--- src/rtl/rv_pkg.sv ---
// Shared RV32I core types and constants.
package rv_pkg;

  localparam int XLEN = 32;
  localparam logic [XLEN-1:0] NOP_INSTR = 32'h0000_0013;

  typedef enum logic [1:0] {
    S_BOOT,
    S_RUN,
    S_FLUSH
  } fetch_state_t;

  typedef struct packed {
    logic [XLEN-1:0] pc;
    logic [XLEN-1:0] instr;
  } fetch_entry_t;

endpackage

--- src/rtl/rv_fetch_fifo.sv ---
// Small synchronous FIFO with flush. The instruction buffer and the
// in-flight PC queue both use it. DEPTH must be a power of two >= 2.
module rv_fetch_fifo
  import rv_pkg::*;
#(
  parameter int  DEPTH   = 2,
  parameter type T       = fetch_entry_t,
  parameter T    RST_VAL = '0
) (
  input  logic                   clk,
  input  logic                   rst_n,
  input  logic                   push,
  input  T                       wdata,
  input  logic                   pop,
  input  logic                   flush,
  output logic                   full,
  output logic                   empty,
  output logic [$clog2(DEPTH):0] count,
  output T                       head
);

  localparam int AW = $clog2(DEPTH);
  localparam logic [AW:0] DEPTH_C = (AW+1)'(DEPTH);

  T              mem [DEPTH];
  logic [AW-1:0] wr_ptr, rd_ptr;
  logic          do_push, do_pop;

  assign full    = (count == DEPTH_C);
  assign empty   = (count == '0);
  assign head    = mem[rd_ptr];
  // A pop in the same cycle frees the slot, so push-on-full is fine then.
  assign do_push = push && (!full || pop);
  assign do_pop  = pop && !empty;

  // Storage, pointers and occupancy; flush empties without touching data.
  always_ff @(posedge clk or negedge rst_n) begin
    if (!rst_n) begin
      wr_ptr <= '0;
      rd_ptr <= '0;
      count  <= '0;
      for (int i = 0; i < DEPTH; i++) mem[i] <= RST_VAL;
    end else if (flush) begin
      wr_ptr <= '0;
      rd_ptr <= '0;
      count  <= '0;
    end else begin
      if (do_push) begin
        mem[wr_ptr] <= wdata;
        wr_ptr      <= wr_ptr + AW'(1);
      end
      if (do_pop) rd_ptr <= rd_ptr + AW'(1);
      case ({do_push, do_pop})
        2'b10:   count <= count + (AW+1)'(1);
        2'b01:   count <= count - (AW+1)'(1);
        default: count <= count;
      endcase
    end
  end

endmodule

--- src/rtl/rv_fetch_unit.sv ---
// Instruction fetch front-end: owns the PC, issues word-aligned imem
// requests, buffers responses in order and hands them to decode.
module rv_fetch_unit
  import rv_pkg::*;
#(
  parameter logic [31:0] RESET_PC   = 32'h0000_0000,
  parameter int          FIFO_DEPTH = 2
) (
  input  logic        clk,
  input  logic        rst_n,
  output logic        imem_req_valid,
  input  logic        imem_req_ready,
  output logic [31:0] imem_req_addr,
  input  logic        imem_rsp_valid,
  input  logic [31:0] imem_rsp_data,
  input  logic        redirect_valid,
  input  logic [31:0] redirect_pc,
  output logic        if_valid,
  input  logic        if_ready,
  output logic [31:0] if_pc,
  output logic [31:0] if_instr
);

  localparam int CW = $clog2(FIFO_DEPTH) + 1;
  localparam logic [CW-1:0] DEPTH_C = CW'(FIFO_DEPTH);

  fetch_state_t    state, state_nxt;
  logic [XLEN-1:0] fetch_pc;
  logic [CW-1:0]   outstanding, discard, redir_discard;
  logic [CW-1:0]   fifo_count, pcq_count;
  logic [CW:0]     inflight_sum;
  logic            fifo_full, fifo_empty, pcq_full, pcq_empty;
  logic            req_fire, rsp_keep, rsp_drop, if_pop;
  fetch_entry_t    fifo_head, rsp_entry;
  logic [XLEN-1:0] pcq_head;

  // Issue only while every possible response is guaranteed a buffer slot.
  assign inflight_sum   = {1'b0, outstanding} + {1'b0, fifo_count};
  assign imem_req_valid = (state == S_RUN) && (inflight_sum < {1'b0, DEPTH_C});
  assign imem_req_addr  = fetch_pc;
  assign req_fire       = imem_req_valid && imem_req_ready;

  assign rsp_drop  = imem_rsp_valid && (discard != '0);
  assign rsp_keep  = imem_rsp_valid && (discard == '0) && !pcq_empty;
  assign rsp_entry = '{pc: pcq_head, instr: imem_rsp_data};
  assign if_pop    = !fifo_empty && if_ready;

  // Everything still in flight after a redirect edge becomes stale.
  assign redir_discard = outstanding + CW'(req_fire) - CW'(imem_rsp_valid);

  assign if_valid = !fifo_empty;
  assign if_pc    = fifo_head.pc;
  assign if_instr = fifo_head.instr;

  rv_fetch_fifo #(
    .DEPTH   (FIFO_DEPTH),
    .T       (fetch_entry_t),
    .RST_VAL ({{XLEN{1'b0}}, NOP_INSTR})
  ) u_ifq (
    .clk   (clk),
    .rst_n (rst_n),
    .push  (rsp_keep),
    .wdata (rsp_entry),
    .pop   (if_pop),
    .flush (redirect_valid),
    .full  (fifo_full),
    .empty (fifo_empty),
    .count (fifo_count),
    .head  (fifo_head)
  );

  rv_fetch_fifo #(
    .DEPTH   (FIFO_DEPTH),
    .T       (logic [XLEN-1:0]),
    .RST_VAL ('0)
  ) u_pcq (
    .clk   (clk),
    .rst_n (rst_n),
    .push  (req_fire),
    .wdata (fetch_pc),
    .pop   (rsp_keep),
    .flush (redirect_valid),
    .full  (pcq_full),
    .empty (pcq_empty),
    .count (pcq_count),
    .head  (pcq_head)
  );

  // Next state; the FLUSH exit looks ahead so the new PC issues right
  // after the last dropped response.
  always_comb begin
    state_nxt = state;
    case (state)
      S_BOOT:  state_nxt = S_RUN;
      S_RUN:   state_nxt = S_RUN;
      S_FLUSH: if (discard == '0 || (discard == CW'(1) && imem_rsp_valid))
                 state_nxt = S_RUN;
      default: state_nxt = S_BOOT;
    endcase
    if (redirect_valid)
      state_nxt = (redir_discard != '0) ? S_FLUSH : S_RUN;
  end

  // State register.
  always_ff @(posedge clk or negedge rst_n) begin
    if (!rst_n) state <= S_BOOT;
    else        state <= state_nxt;
  end

  // PC and in-flight bookkeeping; redirect overrides normal updates.
  always_ff @(posedge clk or negedge rst_n) begin
    if (!rst_n) begin
      fetch_pc    <= RESET_PC;
      outstanding <= '0;
      discard     <= '0;
    end else if (redirect_valid) begin
      fetch_pc    <= redirect_pc & ~32'h3;
      outstanding <= redir_discard;
      discard     <= redir_discard;
    end else begin
      if (req_fire) fetch_pc <= fetch_pc + 32'd4;
      outstanding <= outstanding + CW'(req_fire) - CW'(imem_rsp_valid);
      if (rsp_drop) discard <= discard - CW'(1);
    end
  end

  // Bookkeeping invariants: bounded counters, queues never overrun.
  always_ff @(posedge clk) begin
    if (rst_n) begin
      assert (outstanding <= DEPTH_C && discard <= DEPTH_C);
      assert (pcq_count == outstanding - discard);
      assert (!(pcq_full && req_fire));
      assert (!(fifo_full && rsp_keep && !if_pop));
    end
  end

endmodule
--- config.mk ---
export PLATFORM = sky130hd
export DESIGN_NAME = rv_fetch_unit
export DESIGN_NICKNAME = d
export VERILOG_FILES = /design/src/rtl/rv_pkg.sv /design/src/rtl/rv_fetch_fifo.sv /design/src/rtl/rv_fetch_unit.sv
export SDC_FILE = /design/constraint.sdc
export NUM_CORES = 1
export LEC_CHECK = 0
export ABC_AREA = 1
export BUFFER_PORTS_ARGS = -buffer_cell sky130_fd_sc_hd__buf_2
export CAP_MARGIN = 20
export CELL_PAD_IN_SITES_DETAIL_PLACEMENT = 0
export CELL_PAD_IN_SITES_GLOBAL_PLACEMENT = 2
export CORE_ASPECT_RATIO = 1.25
export CORE_MARGIN = 1.5
export CORE_UTILIZATION = 37
export DETAILED_ROUTE_END_ITERATION = 8
export MAX_ROUTING_LAYER = met4
export PLACE_DENSITY_LB_ADDON = 0.1
export SLEW_MARGIN = 5
export SYNTH_ARGS = -nofsm -noshare
export SYNTH_HDL_FRONTEND = slang
export SYNTH_HIERARCHICAL = 1
export SYNTH_SLANG_ARGS = --single-unit
--- constraint.sdc ---
create_clock -name clk -period 5 [get_ports clk]
set_input_delay 1 -clock clk [delete_from_list [all_inputs] [get_ports clk]]
set_output_delay 1 -clock clk [all_outputs]
set_load 0.005 [all_outputs]
==> summary.txt, run 1 <==
Clock tree
  – Clk_lat worst skew: roughly 0.54 ns
  – Maximum clock insertion buffer count: 3
  – Postcts setup bufs: 0
  – Total CTS buffers: 27
  – Hold_buf cts: 0
  – Worst-path clk slew: approximately 0.060 ns
  – CTS tree: done
  – CTS Root Cell: clkbuf_16
  – Number of clock sinks: approximately 240
  – H-tree Lvls: 1
  – Post-CTS sizing: 0

Final layout
  – Antenna diodes: 0
  – Final net count: ~1,700
  – FILL cells: between 3,000 and 4,000
  – Final Cell Area: roughly 14,000 um2
  – Layout cells sized above 1: 27.51%
  – Area Growth Syn to Fin: 13.86%

Power
  – Final total power: 6791 uW
  – P_leak: 0.007414 uW
  – Power Dens Cells: between 400 and 500 nW/um2
  – Peak supply drop: roughly 0.23 mV

Synth
  – Asr flop ratio synth: 100.0%
  – Share of the yosys chip area belonging to registers: 47.40%
  – EDFF count, synth: 0
  – Area leader, netlist: dfrtp_1
  – Yosys warning total: 6
  – Yosys cell types: 36
  – Syn avg cell area: about 8.3 um2
  – Most numerous cell in the Yosys netlist: nand2_1
  – Ranking of synthesized cells by area: dfrtp_1, nand2_1, o21ai_2, inv_1, buf_6
  – Synth cell count leaders: nand2_1, dfrtp_1, o21ai_2
  – Yosys top cell area share: between 40% and 50%
  – Count of state elements after synthesis: around 240
  – Post-synthesis cell count: ~1,500
  – Primary FF master, synth: dfrtp_1
  – Mapped Area: around 12,000 um2

Critical path
  – Flop-to-flop setup slack: between 2 and 2.5 ns
  – CP Buf/Inv Count: 3
  – Crit path DAT: roughly 2.3 ns
  – R2r worst-path depth: 13
  – Largest stage delay, worst path: 0.52 ns
  – Worst R2R End: state[0]$_DFFE_PN0P_
  – Worst endpoint required time: approximately 4 ns
  – WS Path Type: register to output port
  – Worst setup EP type: output port
  – Critical-path cell list: inv_2 -> buf_4 -> nand2_1 -> nand2_1 -> buf_2
  – Reg2Reg Launch Point: u_ifq/count[0]$_DFFE_PN0P_
  – CP max stage cell: buf_4
  – Crit-path leading delay family: buffers and inverters
  – CP Max Fanout: 37
  – CP startpoint kind: register
  – Crit-path most repeated cell: nand2_1

Place
  – Dpl ws: around 2.0 ns
  – Global placement routability congestion: 0.7486
  – Post-DP HPWL: around 19,000 um
  – Area after DPL: 13,330 um2
  – # port buffers: ~160

Timing
  – Unrepaired setup endpoints after global routing: no
  – Final Setup Violations: 0
  – Setup TNS: 0 ns
  – Max Slew Vio Count: 0
  – Fmax achieved: ~300 MHz
  – Slew at the pin with the worst max-slew slack: 0.9628 ns
  – Final worst slack: about 1.7 ns
  – Max-slew headroom: between 30% and 40%
  – Final Hold Vio Count: 0
  – Fin crit period: roughly 3.3 ns
  – Clock Skews: 0.01368 ns
  – Final Cycle Share: 65.98%

Detailed routing
  – DR vias: around 9,500
  – Drt pass-1 iters: 5
  – Starting DRT DRC Count: 505
  – Drc violations: 0
  – Avg WL per Cell: between 10 and 15 um
  – Via/cell ratio: around 4.5
  – WL final: between 20,000 and 30,000 um
  – Antenna Nets Post-Route: 0

Global routing
  – Total gr overflow: 0
  – Pin count of the biggest net entering global routing: 106
  – First-pass GRT wire length: around 50,000 um
  – Vias in the first global route: around 9,400
  – Initial antenna violation count: 0
  – Total GRT Usage: a little under a fifth

Floorplan
  – Core area: between 30,000 and 40,000 um2
  – Die area: ~35,000 um2
  – I/O pin count: 168
  – Die Width: roughly 170 um
  – Die Span Y: approximately 210 um
  – Starting density of the core: 37.34%
  – Row count: 75

Status
  – Outcome: finished clean

Worst hold path
  – WHS Path Cells: 2
  – Hold EP: u_ifq/mem[1]$_DFFE_PN1P_
  – Min-Delay Path Class: register to register
  – Worst hold path startpoint: u_ifq/mem[1]$_DFFE_PN1P_

Run
  – Maxcap violations: 0
## area by class of cell
class / count / area, um2 / share of cell area, %
Sequential cell: 236 / 5914 / 41.64
Multi-Input combinational cell: 1030 / 5260 / 37.03
Timing Repair Buffer: 180 / 1003 / 7.065
Clock buffer: 44 / 849.6 / 5.981
Inverter: 167 / 626.9 / 4.413
Tap cell: 423 / 529.3 / 3.726
Clock inverter: 4 / 20.02 / 0.1409
## flip-flops by register name, indices dropped and copies added (netlist names)
| register | cells |
|---|---|
| u_ifq/mem | 128 |
| u_pcq/mem | 64 |
| imem_req_addr | 30 |
| discard | 2 |
| outstanding | 2 |
| state | 2 |
| u_ifq/count | 2 |
| u_pcq/count | 2 |
| u_ifq/rd_ptr | 1 |
| u_ifq/wr_ptr | 1 |
| u_pcq/rd_ptr | 1 |
| u_pcq/wr_ptr | 1 |
## where the power goes
part / total (uW) / internal [uW] / leakage (uW) / switching, uW
sequential: 2810 / 2440 / 0.00311 / 364
combinational: 2060 / 803 / 0.00387 / 1250
clock: 1930 / 1150 / 0.000435 / 779
total: 6790 / 4400 / 0.00741 / 2400
## layer usage
layer  routed length, um  global-route usage (%)  vias up
li1                    -                       -     4938
met3                1058                   1.883       36
met5                   0                       -        -
met1               14220                   24.44     4300
met4                 621                   5.033        0
met2               13600                   28.81      179
## per-stage QoR
step | util [%] | hold slack, ns | std cells
floorplan | - | 0.4534 | 1506
global placement | 39.91 | 0.4652 | 2036
detailed placement | 39.91 | 0.4678 | 2036
CTS | 42.52 | 0.4806 | 2084
global route | 42.52 | 0.4918 | 2084
finish | 42.52 | 0.4776 | 2084
## how the worst max path moves through the flow
stage                                          start                         end  slack [ns]  cells after the start
after CTS                   u_ifq/rd_ptr$_DFFE_PN0P_                    if_pc[5]        1.58                      5
after detailed placement                    if_ready   u_ifq/mem[91]$_DFFE_PN0P_        2.03                      9
after global routing        u_ifq/rd_ptr$_DFFE_PN0P_                   if_pc[15]        1.50                      5
after global placement                      if_ready  u_ifq/mem[102]$_DFFE_PN0P_        2.03                      9
final                       u_ifq/rd_ptr$_DFFE_PN0P_                   if_pc[12]        1.70                      5
after floorplan           u_ifq/count[0]$_DFFE_PN0P_        state[0]$_DFFE_PN0P_        2.63                     13
## cell families after synthesis
family / count (synthesis) / share of synthesized area (%)
adder cells (fa/ha/maj): 6 / 0.6620
XOR/XNOR: 8 / 0.5617
buffers and inverters: 240 / 10.58
other: 1 / 0.03006
AO/OA/AOI/OAI: 228 / 14.42
AND/OR/NAND/NOR: 784 / 26.34
flip-flops: 236 / 47.40
## cell usage in the layout, fill, tap and decap left out
master	n
inv_1	163
nor2_4	9
clkbuf_8	11
nand2_1	624
and2_1	1
dfrtp_1	229
fa_1	1
o21bai_1	6
clkbuf_1	6
nand4_4	3
o21ai_0	29
o211ai_1	3
buf_2	162
conb_1	4
nor3_1	1
nand2_4	5
nor2_2	3
clkinv_1	1
nor2_1	41
o21ai_1	14
buf_8	1
nand2_2	34
clkinv_2	4
o21ai_2	169
clkbuf_16	27
xor2_1	2
a31oi_1	1
dfrtp_2	1
inv_2	3
nand3_4	1
buf_12	4
dfstp_2	6
nand3_2	1
buf_4	13
ha_1	5
nand3_1	61
xnor2_1	6
a21oi_1	6
## worst reg2reg max path, cell delays in order, from the launching register on
cell and delay [ns]:
dfrtp_1 0.48, nand2_1 0.08, inv_1 0.07, fa_1 0.42, nor2_2 0.15, nand4_4 0.16
ha_1 0.32, inv_1 0.04, ha_1 0.17, xnor2_1 0.18, xnor2_1 0.17, nand2_1 0.11
nand2_1 0.10, nor2_1 0.04
No activity file was read; power rests on OpenSTA's default activity.
==> inputs of run 2 (changes only) <==
- CORE_UTILIZATION: 37 -> 31
- clock period: 5 -> 2.77 ns (I/O delays scaled with it)
==> run 2 against run 1 <==
Net effect:
- sequential power increased by 80%
- clock skew is 0.0026 ns lower
- clock-buffer cell count rose by 6
- critical path depth is 8 higher
- worst setup slack got worse by 1.4 ns
- cell area increased by 1.9%
- via count decreased by 0.61%
- first-iteration DRC count decreased by 21%
- worst hold slack worse by 0.26 ns
- wire length grew 5.5%
- power increased by 84%
- sequential cell count unchanged
==> summary.txt, run 2 (synthesis gave the netlist of run 1 again) <==
Critical path
  – Worst setup EP type: register
  – WS Path Type: register to register
  – Crit path DAT: 2.90 ns (+0.60 ns)
  – CP startpoint kind: register
  – Worst endpoint required time: 3.20 ns (-0.80 ns)
  – CP Max Fanout: 4 (-89%)

Detailed routing
  – Via/cell ratio: 4.324 (-4.7%)
  – Drt pass-1 iters: 5 (unchanged)
  – Drc violations: 0 (unchanged)
  – DR vias: 9,395 (-0.61%)
  – Avg WL per Cell: 14.32 um (+1.2%)
  – Starting DRT DRC Count: 400 (-21%)
  – WL final: 31,130 um (+5.5%)
  – Antenna Nets Post-Route: 0 (unchanged)

Timing
  – Fmax achieved: around 400 MHz
  – Final Setup Violations: 0 (unchanged)
  – Slew at the pin with the worst max-slew slack: 0.9566 ns (-0.006117 ns)
  – Max-slew headroom: 35.83% (about the same)
  – Setup TNS: 0 ns (unchanged)
  – Final Hold Vio Count: 0 (unchanged)
  – Max Slew Vio Count: 0 (unchanged)
  – Final Cycle Share: roughly nine tenths
  – Clock Skews: 0.01107 ns (-0.002609 ns)
  – Hold slack: 0.2150 ns (-0.2627 ns)
  – Fin crit period: 2.466 ns
  – Unrepaired setup endpoints after global routing: no

Clock tree
  – Hold_buf cts: 1 (+1)
  – CTS tree: done
  – Number of clock sinks: 236 (unchanged)
  – Post-CTS sizing: 0 (unchanged)
  – Clk_lat worst skew: 0.55 ns (about the same)
  – Postcts setup bufs: 0 (unchanged)
  – Maximum clock insertion buffer count: 3 (unchanged)
  – Worst-path clk slew: 0.06 ns (about the same)
  – Total CTS buffers: 28 (+3.7%)
  – CTS Root Cell: clkbuf_16
  – H-tree Lvls: 1 (unchanged)

Final layout
  – Final net count: 1,723 (+0.29%)
  – Max reg flops: 128 (unchanged)
  – Antenna diodes: 0 (unchanged)
  – Layout cells sized above 1: 27.50% (about the same)
  – Most frequent cells in the layout: nand2_1, dfrtp_1, o21ai_2
  – Most common cell after layout, fill and taps aside: nand2_1
  – Reg with most FFs: u_ifq/mem
  – Non-Filler Instances: 2,173 (+4.3%)
  – Area Growth Syn to Fin: 16.02%

Global routing
  – Total gr overflow: 0 (unchanged)
  – Initial antenna violation count: 0 (unchanged)
  – Vias in the first global route: 9,294 (-1.5%)
  – First-pass GRT wire length: 50,900 um (+2.4%)
  – Total GRT Usage: 15.84% (-2.2 points)
  – Pin count of the biggest net entering global routing: 129 (+22%)

Floorplan
  – I/O pin count: 168 (unchanged)
  – Core area: 39,910 um2 (+19%)
  – Die Width: 182.4 um (+9.1%)
  – Die area: 41,460 um2 (+19%)
  – Starting density of the core: 31.26% (-6.1 points)
  – Die Span Y: 227.3 um (+9.1%)
  – Row count: 82 (+9.3%)

Status
  – Outcome: finished clean

Power
  – Power Dens Cells: 864.4 nW/um2 (+81%)
  – Peak supply drop: 0.4987 mV (+110%)
  – P_leak: 0.007477 uW (+0.86%)

Place
  – Placed Cells incl. Taps: 2,120 (+4.1%)
  – Post-DP HPWL: 20,330 um (+6.8%)
  – Global placement routability congestion: 0.7366 (-1.6%)
  – # port buffers: 163 (unchanged)

Worst hold path
  – Min-Delay Path Class: input pin to register

Run
  – Maxcap violations: 0 (unchanged)
## run 2: cell types whose count changed in the layout (fill, tap and decap cells not counted), sizes merged
cell	before	now
buf	180	183
clkbuf	44	50
clkinv	5	2
clkinvlp	0	1
dlygate4sd3	0	1
## run 2: power breakdown
part | internal (uW) | switching [uW] | total, uW
Clock | 2180 | 1460 | 3640
Sequential | 4410 | 651 | 5060
Combinational | 1490 | 2310 | 3800
## run 2: routing by layer
metal  routed length [um]  global-route usage (%)
met5                    0                       -
met4                  606                   4.372
met3                 1114                   1.760
met2                14150                   25.02
met1                15260                   21.58
## run 2: layout make-up
| type | instances | area [um2] |
|---|---|---|
| flip-flops and latches | 236 | 5914 |
| clock inverters | 2 | 12.51 |
| inverters | 167 | 626.9 |
| clock buffers | 50 | 904.6 |
| repair buffers | 184 | 1124 |
| well taps | 504 | 630.6 |
| fillers | 4260 | 25440 |
| multi-input cells | 1030 | 5260 |
## run 2: final timing paths
path	from	to	slack, ns	cells past startpoint
max in group asynchronous	rst_n	u_ifq/mem[68]$_DFFE_PN1P_	1.41	3
worst max register to register	outstanding[0]$_DFF_PN0_	state[0]$_DFFE_PN0P_	0.30	13
worst max-delay path	outstanding[0]$_DFF_PN0_	state[0]$_DFFE_PN0P_	0.30	13
min in group asynchronous	rst_n	u_ifq/mem[24]$_DFFE_PN0P_	0.58	2
worst min register to register	u_ifq/mem[1]$_DFFE_PN1P_	u_ifq/mem[1]$_DFFE_PN1P_	0.48	2
worst min-delay path	redirect_pc[16]	imem_req_addr[16]$_DFFE_PN0P_	0.21	3
## run 2: critical path, stage by stage, from the launching register on
cell,delay (ns)
dfrtp_1,0.38
nand2_1,0.07
inv_1,0.04
fa_1,0.44
nor2_2,0.16
nand4_4,0.16
ha_1,0.32
inv_1,0.04
ha_1,0.18
xnor2_1,0.17
xnor2_1,0.17
nand2_1,0.10
nand2_1,0.09
nor2_1,0.04
## run 2: through the flow
step	instance area, um2	util (%)	setup slack (ns)	total power, uW
after CTS	14470	36.26	0.2475	12810
final	14470	36.26	0.3036	12510
after global routing	14470	36.26	0.02704	13560
after floorplan	12490	-	0.4011	7709
after global placement	13550	33.94	0.2936	8962
after detailed placement	13550	33.94	0.2704	9032
